===== config.mk =====
export PLATFORM = sky130hd
export DESIGN_NAME = step_clock_ctrl
export DESIGN_NICKNAME = d
export VERILOG_FILES = /design/src/rtl/step_clock_ctrl.sv
export SDC_FILE = /design/constraint.sdc
export NUM_CORES = 1
export LEC_CHECK = 0
export ABC_AREA = 1
export CORE_MARGIN = 8
export CORE_UTILIZATION = 31
export CTS_CLUSTER_DIAMETER = 120
export DETAILED_ROUTE_END_ITERATION = 8
export GPL_TIMING_DRIVEN = 0
export SKIP_LAST_GASP = 1
export SYNTH_ARGS = -nofsm -noshare
export SYNTH_HDL_FRONTEND = slang
export SYNTH_SLANG_ARGS = --single-unit

===== constraint.sdc =====
create_clock -name clk -period 2.1 [get_ports clk]
set_clock_uncertainty 0.1 [all_clocks]
set_input_delay 0.42 -clock clk [delete_from_list [all_inputs] [get_ports clk]]
set_output_delay 0.42 -clock clk [all_outputs]
set_load 0.05 [all_outputs]

===== src/rtl/step_clock_ctrl.sv =====
// Step clock controller: debounces the step pushbutton into single-cycle step
// pulses, adds a prescaled auto-run mode, and counts issued steps.
//
//   state    | meaning
//   ---------+-----------------------------------------------------------
//   IDLE     | manual mode, waiting for a debounced press or run request
//   WAIT_REL | manual step issued, waiting for the button to be released
//   RUN      | auto-run, prescaler issues a step every RUN_DIV cycles
module step_clock_ctrl #(
  parameter int unsigned DEBOUNCE_CYCLES = 500000,
  parameter int unsigned RUN_DIV         = 25000000,
  parameter int unsigned CNT_W           = 25
) (
  input  logic       clk,
  input  logic       reset,
  input  logic       key_n,
  input  logic       run_sel,
  output logic       step,
  output logic       key_level,
  output logic       run_active,
  output logic [7:0] step_count
);

  typedef enum logic [1:0] {
    IDLE     = 2'd0,
    WAIT_REL = 2'd1,
    RUN      = 2'd2
  } state_t;

  localparam logic [CNT_W-1:0] DEB_TC = CNT_W'(DEBOUNCE_CYCLES - 1);
  localparam logic [CNT_W-1:0] RUN_TC = CNT_W'(RUN_DIV - 1);

  logic [1:0]       key_sync;
  logic [1:0]       run_sync;
  logic             key_s;
  logic             run_s;
  logic [CNT_W-1:0] deb_cnt;
  logic [CNT_W-1:0] pre_cnt;
  logic [CNT_W-1:0] pre_cnt_nxt;
  logic             press_ev;
  logic             step_nxt;
  state_t           state;
  state_t           state_nxt;

  // Synchronisers start at "released" / manual so reset never looks like a press
  always_ff @(posedge clk) begin
    if (reset) begin
      key_sync <= 2'b11;
      run_sync <= 2'b00;
    end else begin
      key_sync <= {key_sync[0], key_n};
      run_sync <= {run_sync[0], run_sel};
    end
  end

  assign key_s = ~key_sync[1];
  assign run_s = run_sync[1];

  always_ff @(posedge clk) begin
    if (reset) begin
      deb_cnt   <= '0;
      key_level <= 1'b0;
      press_ev  <= 1'b0;
    end else begin
      press_ev <= 1'b0;
      if (key_s == key_level) begin
        deb_cnt <= '0;
      end else if (deb_cnt == DEB_TC) begin
        key_level <= key_s;
        deb_cnt   <= '0;
        press_ev  <= key_s;
      end else begin
        deb_cnt <= deb_cnt + CNT_W'(1);
      end
    end
  end

  always_ff @(posedge clk) begin
    if (reset) begin
      state   <= IDLE;
      step    <= 1'b0;
      pre_cnt <= '0;
    end else begin
      state   <= state_nxt;
      step    <= step_nxt;
      pre_cnt <= pre_cnt_nxt;
    end
  end

  // A press that lands while in RUN is dropped, so a held button never steps on exit
  always_comb begin
    state_nxt   = state;
    step_nxt    = 1'b0;
    pre_cnt_nxt = pre_cnt;
    case (state)
      IDLE: begin
        if (run_s) begin
          state_nxt   = RUN;
          pre_cnt_nxt = '0;
        end else if (press_ev) begin
          state_nxt = WAIT_REL;
          step_nxt  = 1'b1;
        end
      end
      WAIT_REL: begin
        if (!key_level) state_nxt = IDLE;
      end
      RUN: begin
        if (!run_s) begin
          state_nxt   = IDLE;
          pre_cnt_nxt = '0;
        end else if (pre_cnt == RUN_TC) begin
          step_nxt    = 1'b1;
          pre_cnt_nxt = '0;
        end else begin
          pre_cnt_nxt = pre_cnt + CNT_W'(1);
        end
      end
      default: begin
        state_nxt   = IDLE;
        pre_cnt_nxt = '0;
      end
    endcase
  end

  always_ff @(posedge clk) begin
    if (reset) begin
      step_count <= 8'd0;
    end else if (step) begin
      step_count <= step_count + 8'd1;
    end
  end

  assign run_active = (state == RUN);

endmodule


==> results, run 1 <==
- The maximum buffer depth of the clock tree is 2.
- Entering global routing, the biggest net connects 13 pins.
- During synthesis, Yosys emitted a total of 0 warnings.
- The synthesized netlist devotes approximately 5.6% of its cell area to XOR and XNOR gates.
- Cells with a size suffix above 1 make up under 10% of the layout.
- Summed over all cells, the static leakage comes to between 0.001 and 0.0015 uW.
- The number of clock sinks is between 60 and 70.
- Traced cell by cell, the critical path runs through clkdlybuf4s50_1.
- The total of max-cap violations is 0.
- The class of the worst hold path is reg -> reg.
- The setup path with the least slack is of type reg -> out.
- The worst hold path was traced through 2 stages.
- The congestion estimate from routability-driven global placement came to 0.885.
- After detailed placement, the total cell area comes to between 3000 and 4000 um^2.
- The final hold violation count is 0.
- The number of cells produced by synthesis is 480.
- The number of buffers and inverters on the critical path is 1.
- The worst pin sits at a relative slew slack of around 66%.
- The cell area after layout is around 3800 um^2.
- The average vias per placed instance is 4.64.
- In this run the critical register-to-register path is captured at pre_cnt[3].
- Based on the critical path, the design can be clocked at up to between 0.4 and 0.5 GHz.
- The area inside the core boundary is a little over 10000 um^2.
- The share of the yosys chip area belonging to registers is about two fifths.
- The number of antenna violations at the first check in global routing is 0.
- The later pin in the worst-skew pair is clocked with a latency of 350 ps.
- The clock network is responsible for a little over two fifths of the overall power.
- Of the total power, the share spent switching nets is 24.1%.
- The setup total negative slack is 0 ps.
- The data arrival time of the critical path is about 1500 ps.
- The mapped netlist covers 3310 um^2.
- The power dissipated by switching net loads is ~570 uW.
- The worst register-to-register path begins at pre_cnt[0].
- The internal portion of the total power is roughly 1800 uW.
- In the global route stage, met2 resource usage came out at between 15 and 20%.
- The footprint of the multi-input gates is about 1700 um^2.
- On the worst path, the slowest cell contributes a delay of 820 ps.
- The detailed-placement wirelength estimate is about 5.4 mm.
- The power density over the cells is between 600 and 700 nW/um^2.
- The top cell type by total area after synthesis is sky130_fd_sc_hd__dfxtp_1.
- The largest fanout on the critical path is 4.
- The number of clock buffers inserted by TritonCTS is 9.
- Global routing consumed, on the met3 layer, ~2.7% of the routing resources.
- The share of synthesized cell area in and, or, nand and nor gates is between 30% and 40%.
- The die is 119 um tall.
- The share of total power dissipated in sequential elements is a little over half.
- The instance count on the critical path is 1.
- The synthesized netlist devotes about 1.1% of its cell area to adder and majority cells.
- In this run the tool buffered the top-level ports with 14 buffer cells.
- The family with the most delay on the worst path is buffers and inverters.
- CTS built an H-tree with a depth of 3.
- In this run the most critical hold path is launched from run_sync[0].
- Buffers inserted to repair hold after CTS numbered 0.
- The type of destination of the critical path is an output pin.
- Yosys attributes the largest share of cell area to sky130_fd_sc_hd__dfxtp_1 41%, sky130_fd_sc_hd__nand2_1 12%, sky130_fd_sc_hd__nor2_1 10%, sky130_fd_sc_hd__inv_1 6.6%, sky130_fd_sc_hd__nand3_1 5.3%.
- The die covers about 14000 um^2.
- The starting density of the core is 32.0%.
- The flow ran to the end, and the final reports show no timing, DRC or antenna violations.
- Across every metal layer, demand over resource in global routing totals 10.7%.
- The die span in x is 119 um.
- Measured in cells, the most critical reg-to-reg path has a length of 11.
- The post-synthesis compound-gate area fraction is roughly 5.9%.
- The first detailed-routing pass took 5 iterations.
- Setup slack on the worst reg-to-reg path comes out at 220 ps.
- The remaining global-route overflow is 0.
- The number of diodes is 0.
- The final number of setup-violating endpoints is 0.
- Measured against the total synthesized area, the mux share comes to 0.303%.
- The required arrival time at the worst endpoint is 1580 ps.
- The number of remaining DRC errors is 0.
- The synthesized net count is around 500.
- By area, the combinational part of the netlist is dominated by simple AND/OR/NAND/NOR gates.
- The post-synthesis area per instance is 6.89 um^2.
- The I/O pin total is 15.
- TritonCTS built the clock tree.
- The root buffer cell is sky130_fd_sc_hd__clkbuf_8.
- The distinct cell type count after synthesis is 32.
- After clock tree synthesis, the clock-pin slew on the worst setup and hold paths is approximately 80 ps.
- The number of placement rows is 37.
- The worst path in the final design needs a cycle of a little over 2000 ps, including I/O delays and setup.
- The global routing stage identified its most utilized layer as met2.
- The aggregate routed wire length is 7.28 mm.
- The net count reported at finish is approximately 510.
- Fill cells in the final layout number 1091.
- The first-pass GRT wire length is ~13 mm.
- In the finished design, the share of the clock period the worst path needs comes to between 90 and 100%.
- After the first detailed-routing iteration, the DRC count stood at approximately 110.
- The cell with the largest stage delay on the worst path is sky130_fd_sc_hd__clkdlybuf4s50_1.
- After synthesis, the largest area contributor takes up 40.6% of total cell area.
- The worst setup path is launched from a register.
- The worst vdd rail ir drop is 0.000221 V.
- Setup repair after global routing left no endpoint under its margin.
- The via total after detailed routing is between 3000 and 4000.
- The number of slew-limit violations in the final report is 0.
- The remaining antenna violation count is 0.
- The end point of the worst hold path is run_sync[1].
- Combinational logic is responsible for 2.7% of the overall power.
- For the pin with the worst max-slew slack, the measured transition is 510 ps.
- In the final routed layout, each cell accounts on average for between 10 and 15 um.
- From synthesis to final layout, the design area changed by 15.0%.
- Global routing consumed, on the met1 layer, 13.0% of the routing resources.
- The count of state elements after synthesis is between 60 and 70.
- The number of global-route vias before repair was 2830.
- Across the whole layout, storage elements account for 1340 um^2.
==> layout by cell type (no fill, tap or decap), types with 3 or more instances in the layout <==
master	instances
sky130_fd_sc_hd__nand2_1	105
sky130_fd_sc_hd__nor2_1	91
sky130_fd_sc_hd__dfxtp_1	67
sky130_fd_sc_hd__inv_1	58
sky130_fd_sc_hd__nand3_1	35
sky130_fd_sc_hd__a21oi_1	24
sky130_fd_sc_hd__nor3_1	17
sky130_fd_sc_hd__nand4_1	15
sky130_fd_sc_hd__xor2_1	14
sky130_fd_sc_hd__clkbuf_8	11
sky130_fd_sc_hd__dlygate4sd2_1	8
sky130_fd_sc_hd__xnor2_1	7
sky130_fd_sc_hd__o21ai_0	7
sky130_fd_sc_hd__or2_2	5
sky130_fd_sc_hd__clkdlybuf4s50_1	5
sky130_fd_sc_hd__nor2_2	4
sky130_fd_sc_hd__nor3b_1	4
sky130_fd_sc_hd__buf_4	3
sky130_fd_sc_hd__ha_1	3
sky130_fd_sc_hd__clkinvlp_4	3
==> per-layer routing <==
metal  vias up  part of all wire, %
met2        32                   46
met1      1381                   49
met5         -                    0
li1       1582                    -
met4         0                  1.9
met3        10                  3.0
==> cells in the mapped netlist <==
master / n
sky130_fd_sc_hd__a21oi_1: 24
sky130_fd_sc_hd__a31oi_1: 2
sky130_fd_sc_hd__and2_1: 1
sky130_fd_sc_hd__and3_1: 1
sky130_fd_sc_hd__buf_2: 2
sky130_fd_sc_hd__buf_4: 2
sky130_fd_sc_hd__clkbuf_1: 2
sky130_fd_sc_hd__dfxtp_1: 67
sky130_fd_sc_hd__ha_1: 3
sky130_fd_sc_hd__inv_1: 58
sky130_fd_sc_hd__inv_2: 2
sky130_fd_sc_hd__mux2i_1: 1
sky130_fd_sc_hd__nand2_1: 105
sky130_fd_sc_hd__nand2_2: 1
sky130_fd_sc_hd__nand3_1: 35
sky130_fd_sc_hd__nand3_4: 1
sky130_fd_sc_hd__nand3b_1: 2
sky130_fd_sc_hd__nand4_1: 15
sky130_fd_sc_hd__nor2_1: 91
sky130_fd_sc_hd__nor2_2: 4
sky130_fd_sc_hd__nor2_4: 2
sky130_fd_sc_hd__nor2_8: 1
sky130_fd_sc_hd__nor3_1: 17
sky130_fd_sc_hd__nor3_2: 1
sky130_fd_sc_hd__nor3b_1: 4
sky130_fd_sc_hd__o21ai_0: 7
sky130_fd_sc_hd__o21ai_1: 1
sky130_fd_sc_hd__o21ai_4: 1
sky130_fd_sc_hd__o22ai_1: 1
sky130_fd_sc_hd__or2_2: 5
sky130_fd_sc_hd__xnor2_1: 7
sky130_fd_sc_hd__xor2_1: 14
==> cells by family after synthesis <==
group                    after synthesis
AND/OR/NAND/NOR                      286
flip-flops                            67
buffers and inverters                 66
AO/OA/AOI/OAI                         36
XOR/XNOR                              21
adder cells (fa/ha/maj)                3
multiplexers                           1
==> worst max path at each step <==
stage,endpoint,startpoint
after floorplan,pre_cnt[22],state[1]
final,step_count[6],step_count[6]
after CTS,step_count[6],step_count[6]
after global routing,step_count[6],step_count[6]
after global placement,pre_cnt[22],reset
after detailed placement,pre_cnt[23],reset
==> timing repair <==
item	CTS	global route
endpoints found under the hold margin	0	0
setup endpoints to repair	9	20
resized for setup	9	1
pin swaps	0	1
setup buffers	0	1
==> cell type report <==
type | instances | share of cell area [%]
Multi-Input combinational cell | 347 | 44.9
Sequential cell | 67 | 35.3
Inverter | 60 | 5.92
Tap cell | 136 | 4.48
Clock buffer | 11 | 3.98
Timing Repair Buffer | 15 | 3.62
Clock inverter | 5 | 0.955
Buffer | 6 | 0.856
==> stage by stage <==
step                utilization, %  total power, uW  hold slack (ps)  setup slack [ps]  cells
floorplan                        -             1350              288               140    480
global placement              35.0             1370              293               122    630
detailed placement            35.0             1370              293              70.6    630
CTS                           36.7             2400              307              16.4    646
global route                  36.8             2440              327              3.78    647
finish                        36.8             2360              304              39.3    647
==> state kept, by name (all words and copies together), names as in the netlist <==
| signal | cells |
|---|---|
| key_sync | 2 |
| deb_cnt | 25 |
| pre_cnt | 25 |
| key_level | 1 |
| run_sync | 2 |
| step | 1 |
| state | 2 |
| step_count | 8 |
| press_ev | 1 |
==> power groups by stage <==
| stage | clock [uW] | combinational [uW] | sequential, uW |
|---|---|---|---|
| 2_1_floorplan | 0 | 43.3 | 1310 |
| 3_3_place_gp | 0 | 63.9 | 1310 |
| 3_5_place_dp | 0 | 64.6 | 1310 |
| 4_1_cts | 1050 | 64.5 | 1280 |
| 5_1_grt | 1090 | 70.8 | 1280 |
| 6_report | 1020 | 63.7 | 1280 |
No activity file was read; power rests on OpenSTA's default activity.
==> run 2, diff against run 1 <==
--- a/config.mk
+++ b/config.mk
@@ -6,11 +6,13 @@
 export NUM_CORES = 1
 export LEC_CHECK = 0
 export ABC_AREA = 1
+export CORE_ASPECT_RATIO = 1.4
 export CORE_MARGIN = 8
 export CORE_UTILIZATION = 31
 export CTS_CLUSTER_DIAMETER = 120
 export DETAILED_ROUTE_END_ITERATION = 8
 export GPL_TIMING_DRIVEN = 0
+export MAX_ROUTING_LAYER = met4
 export SKIP_LAST_GASP = 1
 export SYNTH_ARGS = -nofsm -noshare
 export SYNTH_HDL_FRONTEND = slang
==> run 2 against run 1 <==
- register-to-register slack about the same
- critical path type unchanged
- largest cell class unchanged
- critical endpoint is now step_count[1]
- core utilization grew 0.95 points
- largest power group is now clock
- flip-flop and latch count is the same
==> results, run 2 (same netlist as run 1, synthesis figures left out) <==
- The number of clock sinks came to 67 (unchanged).
- The die footprint was 14300 um^2 (+0.33%).
- STA classifies the critical path startpoint as a register.
- The maximum number of pins on one net before global-route repair was 13 (unchanged).
- The starting density of the core was 31.8% (-0.25 points).
- The final critical-path required period is 2040 ps (-21.8 ps).
- The type of the worst setup path is reg -> out.
- The part of the total power dissipated in combinational logic is 2.2% (-0.5 points).
- The register clock-pin slew on the reported worst setup and hold paths is 60 ps (-20 ps).
- The layout overhead on the synthesized area is 18.9%.
- The run finished with clean final reports.
- The routability congestion estimate from global placement was 0.954 (+7.9%).
- The largest fanout on the critical path is 4 (unchanged).
- The final hold slack is 305 ps (+1.52 ps).
- The number of global-route vias before repair is 2837 (+0.25%).
- The I/O pin total is 15 (unchanged).
- In this run the critical register-to-register path is launched from pre_cnt[0].
- The leading cell type in the layout, fill and taps excluded is sky130_fd_sc_hd__nand2_1.
- The number of antenna violations at the first check in global routing is 0 (unchanged).
- The iteration-0 DRC count of the detailed router came to 67 (-40%).
- The instance count on the critical path came to 1 (unchanged).
- The remaining antenna violation count is 0 (unchanged).
- On the critical path, the stage with the largest delay is an instance of sky130_fd_sc_hd__clkdlybuf4s50_1.
- The die span in x is 103 um (-13%).
- The power density over the cells is 728 nW/um^2 (+17%).
- The via total after detailed routing is 2942 (-2.1%).
- The tree is rooted in a sky130_fd_sc_hd__clkbuf_16.
- The setup total negative slack is 0 ps (unchanged).
- The H-tree level count is 3 (unchanged).
- The net switching share of the total power is 21.2% (-3.0 points).
- The number of placement rows came to 44 (+19%).
- The first-pass GRT wire length is 12.6 mm (-0.71%).
- The number of diodes is 0 (unchanged).
- The class of the worst hold path is reg -> reg.
- The fraction of layout cells with a size suffix above 1 is 7.25% (-0.38 points).
- The buffer count from post-CTS setup fixing is 0 (unchanged).
- The data arrival time of the critical path came to 1520 ps (-20 ps).
- The worst setup slack for register-to-register paths came to 220 ps (about the same).
- The biggest cell delay along the critical path came to 820 ps (about the same).
- The sequential cell fraction of total power is 44.8% (-9.4 points).
- The max-slew headroom at the worst pin is 65.9% (-0.21 points).
- Setup repair after global routing left no endpoint under its margin.
- The internal power component was 2250 uW (+26%).
- The number of remaining DRC errors is 0 (unchanged).
- The depth of the worst register-to-register path is 11 (unchanged).
- The number of clock buffers inserted by TritonCTS is 9 (unchanged).
- The power dissipated by switching net loads was 605 uW (+6.1%).
- The remaining global-route overflow was 0 (unchanged).
- The net count reported at finish is 512 (-0.19%).
- The clock network latency to the later pin of the worst-skew pair is 330 ps (-20 ps).
- The worst register-to-register path ends at pre_cnt[10].
- The first-pass detailed-route iteration total is 4 (-1).
- The area inside the core boundary is 10400 um^2 (+0.79%).
- Tracing the worst setup path back leads to its startpoint at step_count[1].
- The worst vdd rail ir drop is 0.000453 V (+100%).
- The count of input and output buffers is 14 (unchanged).
- The number of slew-limit violations in the final report is 0 (unchanged).
- The overall track demand over capacity in global routing is 11.4% (+0.69 points).
- The detailed-placement wirelength estimate is 5.65 mm (+4.2%).
- In the final layout, the registers with the most flip-flops are deb_cnt (25), pre_cnt (25), step_count (8).
- The total leakage power is 0.00143 uW (+7.3%).
- The post-detailed-route wirelength per cell is 11.4 um (+0.94%).
- The required arrival time at the worst endpoint came to 1580 ps (about the same).
- The average vias per placed instance is 4.54 (-2.2%).
- TritonCTS built the clock tree.
- Broken down by cell family, the worst path's largest delay share belongs to buffers and inverters.
- The final hold violation count is 0 (unchanged).
- Walking the worst path, the cells encountered are clkdlybuf4s50_1.
- The maximum buffer depth of the clock tree came to 2 (unchanged).
- The total of max-cap violations is 0 (unchanged).
- The share of the cycle needed by the critical path after routing is 97.1% (-1.0 points).
- The number of fill cells came to 1118 (+2.5%).
- The highest achievable clock rate is 0.490 GHz (+1.1%).
- The type of destination of the critical path is an output pin.
- The final number of setup-violating endpoints is 0 (unchanged).
- The part of the total power dissipated in the clock network is 53.0% (+9.9 points).
- In the layout the commonest cells are 105 x sky130_fd_sc_hd__nand2_1, 91 x sky130_fd_sc_hd__nor2_1, 67 x sky130_fd_sc_hd__dfxtp_1.
- The sum of buffers and inverters on the critical path was 1 (unchanged).
- The post-route core utilization is 37.8% (+0.95 points).
- The die extent in y is 138 um (+16%).
- The worst setup path endpoint is step_count[1].
- The aggregate routed wire length is 7.36 mm (+1.1%).
- The transition time at the pin with the least slew margin is 511 ps (+0.361 ps).
[run 2: cell types whose count changed in the layout (fill, tap and decap cells not counted), moves of 2 or more]
cell,delta
sky130_fd_sc_hd__clkbuf_16,+9
sky130_fd_sc_hd__clkbuf_8,-10
sky130_fd_sc_hd__clkdlybuf4s50_1,+2
sky130_fd_sc_hd__clkinv_4,+2
sky130_fd_sc_hd__dlygate4sd2_1,-5
sky130_fd_sc_hd__dlymetal6s2s_1,+4
[run 2: power groups by stage]
stage	combinational [uW]	clock [uW]	sequential, uW
floorplan	43.3	0	1310
global placement	63.9	0	1310
detailed placement	64.7	0	1310
CTS	64.6	1560	1280
global route	70.6	1610	1280
finish	62.8	1520	1280
[run 2: worst reg2reg max path, cell delays in order (launching register included)]
cell,delay (ps)
sky130_fd_sc_hd__dfxtp_1,370
sky130_fd_sc_hd__ha_1,210
sky130_fd_sc_hd__nand3_1,130
sky130_fd_sc_hd__nor2_4,180
sky130_fd_sc_hd__inv_1,70
sky130_fd_sc_hd__nor2_2,110
sky130_fd_sc_hd__nand2_1,60
sky130_fd_sc_hd__nand2_1,80
sky130_fd_sc_hd__nand2_1,100
sky130_fd_sc_hd__nand2_2,110
sky130_fd_sc_hd__buf_4,180
sky130_fd_sc_hd__nor2_1,60
[run 2: cell type report]
class / count / area, um^2 / area share (%)
plain buffers: 6 / 32.5 / 0.828
clock buffers: 11 / 243 / 6.18
clock inverters: 5 / 62.6 / 1.59
inverters: 60 / 225 / 5.73
multi-input cells: 347 / 1710 / 43.4
flip-flops and latches: 67 / 1340 / 34.1
well taps: 138 / 173 / 4.39
repair buffers: 14 / 146 / 3.72
[run 2: worst min-delay path by stage]
stage,from,endpoint,depth (start not counted)
after CTS,run_sync[0],run_sync[1],2
final,run_sync[0],run_sync[1],2
after global placement,run_sync[0],run_sync[1],2
after detailed placement,run_sync[0],run_sync[1],2
after global routing,run_sync[0],run_sync[1],2
after floorplan,run_sync[0],run_sync[1],2
[run 2: metrics by stage]
stage | cell area (um^2) | setup WS (ps) | std cells | power, uW
floorplan | 3310 | 140 | 480 | 1350
CTS | 3920 | 1.94 | 648 | 2910
detailed placement | 3620 | 116 | 632 | 1370
global route | 3930 | 6.18 | 648 | 2960
global placement | 3620 | 115 | 632 | 1370
finish | 3930 | 61.1 | 648 | 2860
[run 2: metal layers]
layer	track usage, %	vias up	wire length (um)
met3	2.66	17	188
met4	6.66	0	229
met2	19.4	41	3880
li1	-	1575	-
met5	-	-	0
met1	11.3	1309	3060
[run 2: timing repair]
action                     CTS  global route
hold buffers                 0             0
gates resized for setup      3             4
gates cloned                 0             0
setup endpoints to repair    3             4
